<file path="src/rtl/branch_pred_d_pkg.sv">
// Shared opcode/rt constants and conditional-branch decode for the D-stage
// branch resolution and prediction unit.
package branch_pred_d_pkg;

  localparam logic [5:0] OP_REGIMM = 6'b000001;
  localparam logic [5:0] OP_BEQ    = 6'b000100;
  localparam logic [5:0] OP_BNE    = 6'b000101;
  localparam logic [5:0] OP_BLEZ   = 6'b000110;
  localparam logic [5:0] OP_BGTZ   = 6'b000111;
  localparam logic [4:0] RT_BLTZ   = 5'b00000;
  localparam logic [4:0] RT_BGEZ   = 5'b00001;

  typedef enum logic [2:0] {
    BR_NONE, BR_BEQ, BR_BNE, BR_BLEZ, BR_BGTZ, BR_BLTZ, BR_BGEZ
  } br_kind_e;

  function automatic br_kind_e decode_br(input logic [5:0] op, input logic [4:0] rt);
    br_kind_e k;
    k = BR_NONE;
    case (op)
      OP_BEQ:    k = BR_BEQ;
      OP_BNE:    k = BR_BNE;
      OP_BLEZ:   k = BR_BLEZ;
      OP_BGTZ:   k = BR_BGTZ;
      OP_REGIMM: k = (rt == RT_BLTZ) ? BR_BLTZ : (rt == RT_BGEZ) ? BR_BGEZ : BR_NONE;
      default:   k = BR_NONE;
    endcase
    return k;
  endfunction

endpackage

</file>
<file path="src/rtl/branch_pred_d_bht_table.sv">
// Saturating-counter branch history table: one read port for fetch lookup,
// one update port from decode. Reads return the pre-update value (no bypass).
module branch_pred_d_bht_table #(
  parameter int DEPTH    = 64,
  parameter int CTR_BITS = 2,
  localparam int IDX_W   = $clog2(DEPTH)
) (
  input  logic             clk,
  input  logic             reset,
  input  logic [IDX_W-1:0] rd_idx_i,
  output logic             rd_pred_o,
  input  logic             upd_en_i,
  input  logic [IDX_W-1:0] upd_idx_i,
  input  logic             upd_taken_i
);

  localparam logic [CTR_BITS-1:0] CTR_INIT = {1'b0, {(CTR_BITS-1){1'b1}}};
  localparam logic [CTR_BITS-1:0] CTR_MAX  = {CTR_BITS{1'b1}};
  localparam logic [CTR_BITS-1:0] CTR_ONE  = {{(CTR_BITS-1){1'b0}}, 1'b1};

  logic [CTR_BITS-1:0] ctr_q [DEPTH];
  logic [CTR_BITS-1:0] ctr_cur, ctr_d;

  assign rd_pred_o = ctr_q[rd_idx_i][CTR_BITS-1];
  assign ctr_cur   = ctr_q[upd_idx_i];

  always_comb begin
    ctr_d = ctr_cur;
    if (upd_taken_i) begin
      if (ctr_cur != CTR_MAX) ctr_d = ctr_cur + CTR_ONE;
    end else begin
      if (ctr_cur != '0) ctr_d = ctr_cur - CTR_ONE;
    end
  end

  // Reset reinitialises every entry and overrides a coincident update.
  always_ff @(posedge clk) begin
    if (reset) begin
      for (int i = 0; i < DEPTH; i++) ctr_q[i] <= CTR_INIT;
    end else if (upd_en_i) begin
      ctr_q[upd_idx_i] <= ctr_d;
    end
  end

endmodule

</file>
<file path="src/rtl/branch_pred_d.sv">
// D-stage branch resolve + BHT predictor with misprediction flag.
// Optional BRANCH_STAT_EN adds 32-bit branch/mispredict statistics outputs.
module branch_pred_d
  import branch_pred_d_pkg::*;
#(
  parameter int WIDTH     = 32,
  parameter int BHT_DEPTH = 64,
  parameter int CTR_BITS  = 2
) (
  input  logic             clk,
  input  logic             reset,
  input  logic [31:0]      pc_F,
  output logic             pred_F,
  input  logic             en_D,
  input  logic             clr_D,
  input  logic             valid_D,
  input  logic [31:0]      pc_D,
  input  logic [5:0]       OPcode,
  input  logic [4:0]       rt_D,
  input  logic [WIDTH-1:0] RD1,
  input  logic [WIDTH-1:0] RD2,
  output logic             is_branch_D,
  output logic             Branch,
  output logic             mispredict_D,
`ifdef BRANCH_STAT_EN
  output logic [31:0]      stat_branches,
  output logic [31:0]      stat_mispred,
`endif
  output logic             pred_D
);

  localparam int IDX_W = $clog2(BHT_DEPTH);

  logic [IDX_W-1:0] idx_F, idx_D;
  br_kind_e         kind;
  logic             taken, rd1_neg, rd1_zero, upd;
  logic             pred_q, pred_d;
  logic             unused_pc;

  assign idx_F     = pc_F[IDX_W+1:2];
  assign idx_D     = pc_D[IDX_W+1:2];
  assign unused_pc = ^{pc_F[31:IDX_W+2], pc_F[1:0], pc_D[31:IDX_W+2], pc_D[1:0]};

  assign kind     = decode_br(OPcode, rt_D);
  assign rd1_neg  = RD1[WIDTH-1];
  assign rd1_zero = (RD1 == '0);

  always_comb begin
    taken = 1'b0;
    case (kind)
      BR_BEQ:  taken = (RD1 == RD2);
      BR_BNE:  taken = (RD1 != RD2);
      BR_BLEZ: taken = rd1_neg | rd1_zero;
      BR_BGTZ: taken = ~rd1_neg & ~rd1_zero;
      BR_BLTZ: taken = rd1_neg;
      BR_BGEZ: taken = ~rd1_neg;
      default: taken = 1'b0;
    endcase
  end

  assign is_branch_D  = valid_D & (kind != BR_NONE);
  assign Branch       = valid_D & taken;
  assign mispredict_D = is_branch_D & (Branch != pred_q);
  assign pred_D       = pred_q;
  // Train only when the branch actually leaves D, so a stall counts once.
  assign upd          = is_branch_D & en_D;

  branch_pred_d_bht_table #(
    .DEPTH    (BHT_DEPTH),
    .CTR_BITS (CTR_BITS)
  ) u_bht (
    .clk         (clk),
    .reset       (reset),
    .rd_idx_i    (idx_F),
    .rd_pred_o   (pred_F),
    .upd_en_i    (upd),
    .upd_idx_i   (idx_D),
    .upd_taken_i (Branch)
  );

  always_comb begin
    pred_d = pred_q;
    if (clr_D)     pred_d = 1'b0;
    else if (en_D) pred_d = pred_F;
  end

  always_ff @(posedge clk) begin
    if (reset) pred_q <= 1'b0;
    else       pred_q <= pred_d;
  end

`ifdef BRANCH_STAT_EN
  logic [31:0] stat_br_q, stat_br_d, stat_mp_q, stat_mp_d;

  always_comb begin
    stat_br_d = stat_br_q;
    stat_mp_d = stat_mp_q;
    if (upd) begin
      stat_br_d = stat_br_q + 32'd1;
      if (mispredict_D) stat_mp_d = stat_mp_q + 32'd1;
    end
  end

  always_ff @(posedge clk) begin
    if (reset) begin
      stat_br_q <= '0;
      stat_mp_q <= '0;
    end else begin
      stat_br_q <= stat_br_d;
      stat_mp_q <= stat_mp_d;
    end
  end

  assign stat_branches = stat_br_q;
  assign stat_mispred  = stat_mp_q;
`endif

endmodule

</file>
<file path="config.mk">
export PLATFORM = sky130hd
export DESIGN_NAME = branch_pred_d
export DESIGN_NICKNAME = d
export VERILOG_FILES = /design/src/rtl/branch_pred_d_pkg.sv /design/src/rtl/branch_pred_d_bht_table.sv /design/src/rtl/branch_pred_d.sv
export SDC_FILE = /design/constraint.sdc
export NUM_CORES = 1
export LEC_CHECK = 0
export ABC_AREA = 0
export BUFFER_PORTS_ARGS = -buffer_cell sky130_fd_sc_hd__buf_4
export CAP_MARGIN = 30
export CORE_UTILIZATION = 45
export DETAILED_ROUTE_END_ITERATION = 10
export GPL_TIMING_DRIVEN = 0
export PLACE_DENSITY = 0.67
export SLEW_MARGIN = 25
export SYNTH_ARGS = -nofsm -noshare
export SYNTH_HDL_FRONTEND = slang
export SYNTH_SLANG_ARGS = --single-unit
</file>
<file path="constraint.sdc">
create_clock -name clk -period 5.4 [get_ports clk]
set_input_delay 1.35 -clock clk [delete_from_list [all_inputs] [get_ports clk]]
set_output_delay 1.35 -clock clk [all_outputs]
set_load 0.005 [all_outputs]
</file>
Yosys cells after proc, flatten, opt, wreduce, memory -nomap -nowiden
Memories as Yosys holds them, arrays and structs flattened.
Cells that the tools add are included.
{"block": "word_totals", "wordCells": 49, "reg_bits": 1, "output_inout_bits": 5, "inputBits": 144, "memories": 1, "ram_bits": 128}
{"memory": "u_bht.ctr_q", "words": 64, "width": 2, "read_ports": 2, "rd_clocked_by_memory_dff": 0, "wr": 64, "line": "branch_pred_d_bht_table.sv:21", "rtl": "logic [CTR_BITS-1:0] ctr_q [DEPTH];"}
{"block": "classes", "reduce_logical": 6, "add_sub_neg": 2, "eq_ne": 16, "muxes": 15, "bitwise_logic": 8}
{"operator": "32-bit equality test", "n": 1}
{"operator": "32-bit zero test", "n": 1}
{"operator": "32-bit != test", "n": 1}
{"operator": "6-bit by 3-bit equality test with 1-bit output, second input constant", "n": 4}
{"operator": "3-bit one-hot mux with 5 select lines", "n": 1}
{"operator": "3-bit equality test, second input constant", "n": 3}
{"operator": "2-bit 2-to-1 mux", "n": 4}
{"operator": "3-bit by 2-bit equality test with 1-bit output, second input constant", "n": 2}
{"operator": "6-bit by 1-bit equality test with 1-bit output, second input constant", "n": 1}
{"operator": "1-bit 2-to-1 mux", "n": 6}
{"operator": "3-bit 2-to-1 mux", "n": 2}
{"operator": "6-bit 2-to-1 mux", "n": 1}
{"operator": "1-bit one-hot mux with 6 select lines", "n": 1}
{"operator": "1-bit AND", "n": 5}
{"operator": "5-bit by 1-bit equality test with 1-bit output, second input constant", "n": 1}
{"operator": "5-bit zero test", "n": 1}
{"operator": "2-bit OR reduction", "n": 2}
{"operator": "3-bit by 1-bit equality test with 1-bit output, second input constant", "n": 1}
{"operator": "3-bit nonzero test", "n": 1}
{"operator": "2-bit by 1-bit adder with 2-bit output, second input constant", "n": 1}
{"operator": "2-bit != test, second input constant", "n": 1}
{"operator": "1-bit inverter", "n": 2}
{"operator": "2-bit nonzero test", "n": 1}
{"operator": "2-bit by 1-bit subtractor with 2-bit output, second input constant", "n": 1}
{"operator": "other kinds (2)", "n": 2}

Logic depth before layout (Yosys ltp)
{"block": "depth", "word_depth": 12, "mapped_depth": 13, "mapped_depth_nobuf": 7}

Cells and area by module
From an unflattened synthesis, not the netlist that was laid out.
{"block": "unflattened", "hier_cells": 701, "hier_area_um2": 7677.4}
{"mod": "branch_pred_d_bht_table", "n_inst": 1, "cells_per_inst": 625, "seq_area_each_um2": 3843.7, "area_each_um2": 7086.8}
{"mod": "branch_pred_d", "n_inst": 1, "cells_per_inst": 76, "seq_area_each_um2": 20.0, "area_each_um2": 590.6}

Worst setup path after synthesis
No wires, ideal clock.
{"block": "synth_timing", "path_type": "input port to output port", "startpoint": "input port pc_F[2]", "endpoint": "output port pred_F", "path_slack_ns": 0.696, "required_ns": 4.050, "t_arrival_ns": 3.354, "path_buffers": 2, "path_stages": 6, "cell_sequence": "clkbuf_1 > buf_2 > mux4_2 > mux4_2 > a211oi_1 > a21oi_1"}
{"block": "synth_via", "elab_chain_cells": 1}
{"element": "start, declared", "line": "branch_pred_d.sv:12", "rtl": "input logic [31:0] pc_F,"}
{"element": "memory 64 x 2 bit"}
{"element": "end, declared", "line": "branch_pred_d.sv:13", "rtl": "output logic pred_F,"}
Every way passes these cells.

Final worst setup path
Same ends and word-level chain as after synthesis.

==> results by stage <==
Clocking:
- The total of hold buffers inserted after clock tree synthesis is 0.
- The total of cells resized after clock tree synthesis is 0.
- The root buffer cell chosen for the clock tree is clkbuf_16.
- The clock-pin slew on the worst setup and hold paths is 60 ps.
- TritonCTS built the clock tree.
- The H-tree was split into 4 levels.
- CTS saw 129 sinks.
- Clock tree synthesis inserted a total of 17 buffers.
- The later-pin clock latency in the skew report is 440 ps.
- After clock tree synthesis, the setup repair step added 0 buffers.
- Counting along the longest clock path gives a buffer depth of 2.

Floorplanning:
- The die is 133 microns wide.
- During I/O placement, the number of pins put on the boundary was 149.
- The floorplan die area is 0.0178 sq mm.
- The number of standard-cell rows in the floorplan is 47.
- The floorplan step defined a core boundary enclosing 0.0167 sq mm.
- The initial utilization of the core area, before any placement, comes to 46.5%.
- Measured along the y axis, the die boundary spans 133 microns.

STA:
- Setup total negative slack on the finished layout was measured at 0 ps.
- The clock period could shrink to 5200 ps.
- Setup violations remaining at the end of the flow were counted as 0.
- Setup repair after global routing left no endpoint under its margin.
- The largest clock skew in the final design is 9.53 ps.
- The number of endpoints with negative hold slack in the final report is 0.
- The number of pins with negative max-slew slack in the final report was 0.
- The fraction of the cycle the final worst path needs is 96.3%.
- The tightest slew margin relative to the limit is 32.4%.
- Based on the critical path, the design can be clocked at up to 192 MHz.
- The actual slew at the worst max-slew pin is 1010 ps.

Synthesis:
- The proportion of synthesized flip-flops having asynchronous set or reset is 0%.
- The count of distinct cell types in the synthesized netlist is 59.
- After synthesis the netlist holds a flip-flop and latch count of 129.
- By area the synthesized netlist is led by edfxtp_1 49%, mux4_2 9.3%, nor3_1 4.5%, o21bai_1 4.0%, xnor2_1 3.7%.
- The library cell with the highest instance count after synthesis is edfxtp_1.
- The biggest area contributor in the post-synthesis netlist is edfxtp_1.
- The number of synthesized flops with an enable pin is 128.
- The sequential-to-total area share from yosys stat is 49.7%.
- The most used flip-flop cell after synthesis is edfxtp_1.
- Synthesis handed over a netlist of 670 instances.
- The mean cell area of the mapped netlist is 11.6 sq um.
- The portion of synthesized cell area occupied by the leading cell type is 49.5%.
- For this run, the number of Yosys warnings is 0.
- The commonest cells after synthesis are 128 x edfxtp_1, 70 x nor3_1, 50 x nand3_1.
- The number of nets in the synthesized netlist is 814.
- Summing every instance area after synthesis gives 0.00777 sq mm.

GRT:
- The number of antenna violations at the first check in global routing was 0.
- The number of global-route vias before repair is 6,823.
- The wire length of the first global-routing pass is 43,500 microns.
- Summed over all layers, the global routing overflow is 0.
- Entering global routing, the biggest net connects 17 pins.
- The global routing usage summed across all routing layers is 35.0%.

Route:
- The detail route stage leaves a number of antenna-violating nets equal to 0.
- The final routed wirelength across all metal layers is 30,400 microns.
- The mean number of vias per cell is 6.77.
- After detailed routing, the average wire length per cell comes to 29.9 microns.
- After detailed routing, the met2 layer carries 14,100 microns of wire.
- The first-iteration detailed-routing DRC count is 1,001.
- The routed design uses 4060 microns of met3 wire.
- In the routed design, unresolved DRC markers number 0.
- The first detailed-routing pass took 6 iterations.
- In this run the top signal layer used is met4.
- The total number of vias is 6,888.
- The detailed-route wire length on metal 1 is 10,300 microns.

Worst setup path:
- The launching element type of the critical path is an input pin.
- The path length in cells of the critical path is 7.
- The critical-path cell with the highest stage delay is mux4_2.
- By instance count, the cell type seen most on the critical path is mux4_2.
- The data arrival at the endpoint of the critical path is 3850 ps.
- The reg-to-reg startpoint is u_bht.ctr_q[17][1].
- In this run the worst path has a maximum fanout of 10.
- The signal on the critical path passes through clkbuf_1, buf_2, mux4_2, mux4_2, a211oi_1, a21oi_1, buf_4.
- For this run, the slowest stage of the critical path takes 560 ps.
- STA puts the critical path data required time at 4050 ps.
- By startpoint and endpoint, the worst setup path is classified as input pin to primary output.
- The capturing element type of the critical path is a primary output.
- The startpoint of the worst setup timing path is pc_F[2].
- The depth of the worst register-to-register path is 8.
- The number of buffer and inverter stages on the critical path is 3.
- The largest delay contributor family on the critical path is buffers and inverters.

Status:
- The run finished with clean final reports.

Cells and area:
- The repair_antennas step left the layout with diodes totalling 0.
- Excluding fillers, the count of instances in the completed layout stands at 1,017.
- The net count of the finished layout is 928.
- The fraction of the core area covered by cells at the end of the flow is 55.6%.
- The layout-stage area growth over the synthesis result is 19.5%.
- The share of cells above drive strength 1 is 25.5%.

Power:
- In this run, the combinational gates consume 15.8% of the power.
- The switching share of power is 26.3%.
- The internal power is 1900 uW.
- IR analysis of the VDD net gives a maximum drop of 0.189 mV.
- The net switching power of the design is 679 uW.
- The clock network fraction of total power is 40.3%.
- Dividing total power by cell area gives a power density of 278 mW/mm^2.
- The static leakage is 0.00302 uW.
- The part of the total power dissipated in sequential elements is 43.9%.

Place:
- Buffers placed on the I/O ports in this run total 92.
- The placer congestion estimate is 0.987.
- The number of placed instances, taps included is 984.
- The half-perimeter wire length after detailed placement is 21,500 microns.

Hold path:
- The startpoint of the tightest hold check path is pred_D.
- The classification of the worst-slack hold path is flop to flop.
- The worst hold path was traced through 2 stages.

Job:
- Max-cap violations in this run came to 0.
-- cell type report --
type / instances / area (sq um)
Fill cell: 1456 / 7410
Sequential cell: 129 / 3860
Multi-Input combinational cell: 464 / 3540
Timing Repair Buffer: 95 / 714
Clock buffer: 21 / 440
Buffer: 69 / 358
Tap cell: 220 / 275
Clock inverter: 11 / 71.3
Inverter: 8 / 30.0
-- sequential cells by signal (all words and copies together), names as in the netlist --
register     count
pred_D           1
u_bht.ctr_q    128
-- logic make-up after synthesis --
| kind of cell | Yosys count | synth area share, % |
|---|---|---|
| AND/OR/NAND/NOR | 253 | 17.1 |
| flip-flops | 129 | 49.7 |
| AO/OA/AOI/OAI | 112 | 10.7 |
| buffers and inverters | 77 | 4.99 |
| multiplexers | 64 | 13.5 |
| XOR/XNOR | 33 | 3.72 |
| adder cells (fa/ha/maj) | 2 | 0.274 |
-- power groups by stage --
stage	clock [uW]	sequential, uW	combinational (uW)
finish	1040	1130	407
global route	1070	1140	423
CTS	1030	1130	396
detailed placement	0	1150	394
global placement	0	1150	388
floorplan	0	1150	227
-- per-layer routing --
| layer | global-route usage, % | up-vias |
|---|---|---|
| met1 | 42.2 | 3281 |
| met3 | 8.64 | 140 |
| met4 | 23.1 | 0 |
| li1 | - | 2855 |
| met5 | 0 | - |
| met2 | 55.9 | 612 |
-- per-stage QoR --
step                hold slack (ps)  total power, uW  worst slack [ps]  area, sq um
floorplan                       529             1370               696         7770
global placement                552             1540               198         8740
detailed placement              553             1550               159         8770
CTS                             558             2560               164         9280
global route                    597             2630              49.3         9290
finish                          563             2580               200         9290
-- cell usage in the layout, fill, tap and decap left out, types with 5 or more instances in the layout --
cell,instances
xnor2_1,33
clkbuf_16,17
nand4_1,33
o21ai_0,5
nor2b_1,8
mux2_2,7
buf_2,16
clkinv_1,8
mux2i_1,25
nand3_1,50
nor3_1,69
or2_2,10
a21o_1,17
nor2_1,22
buf_6,10
o211ai_1,6
nor4_1,11
nand2_1,29
a21oi_1,8
clkbuf_1,41
buf_4,96
mux4_2,32
inv_1,7
o21bai_1,41
edfxtp_1,128
-- path summary, 6_finish.rpt --
check	to	slack [ps]
max reg2reg	u_bht.ctr_q[31][1]	2300
max	pred_F	200
min reg2reg	pred_D	560
min	pred_D	560
-- worst reg2reg max path, delay by kind of cell, from the launching register on --
family | cells | cell delay (ps)
and+or+nand+nor | 3 | 810
buffers and inverters | 2 | 600
muxes | 1 | 480
DFF | 1 | 400
AOI/OAI and AO/OA | 1 | 300
adders and majority gates | 1 | 230
(Power assumes the default switching activity.)
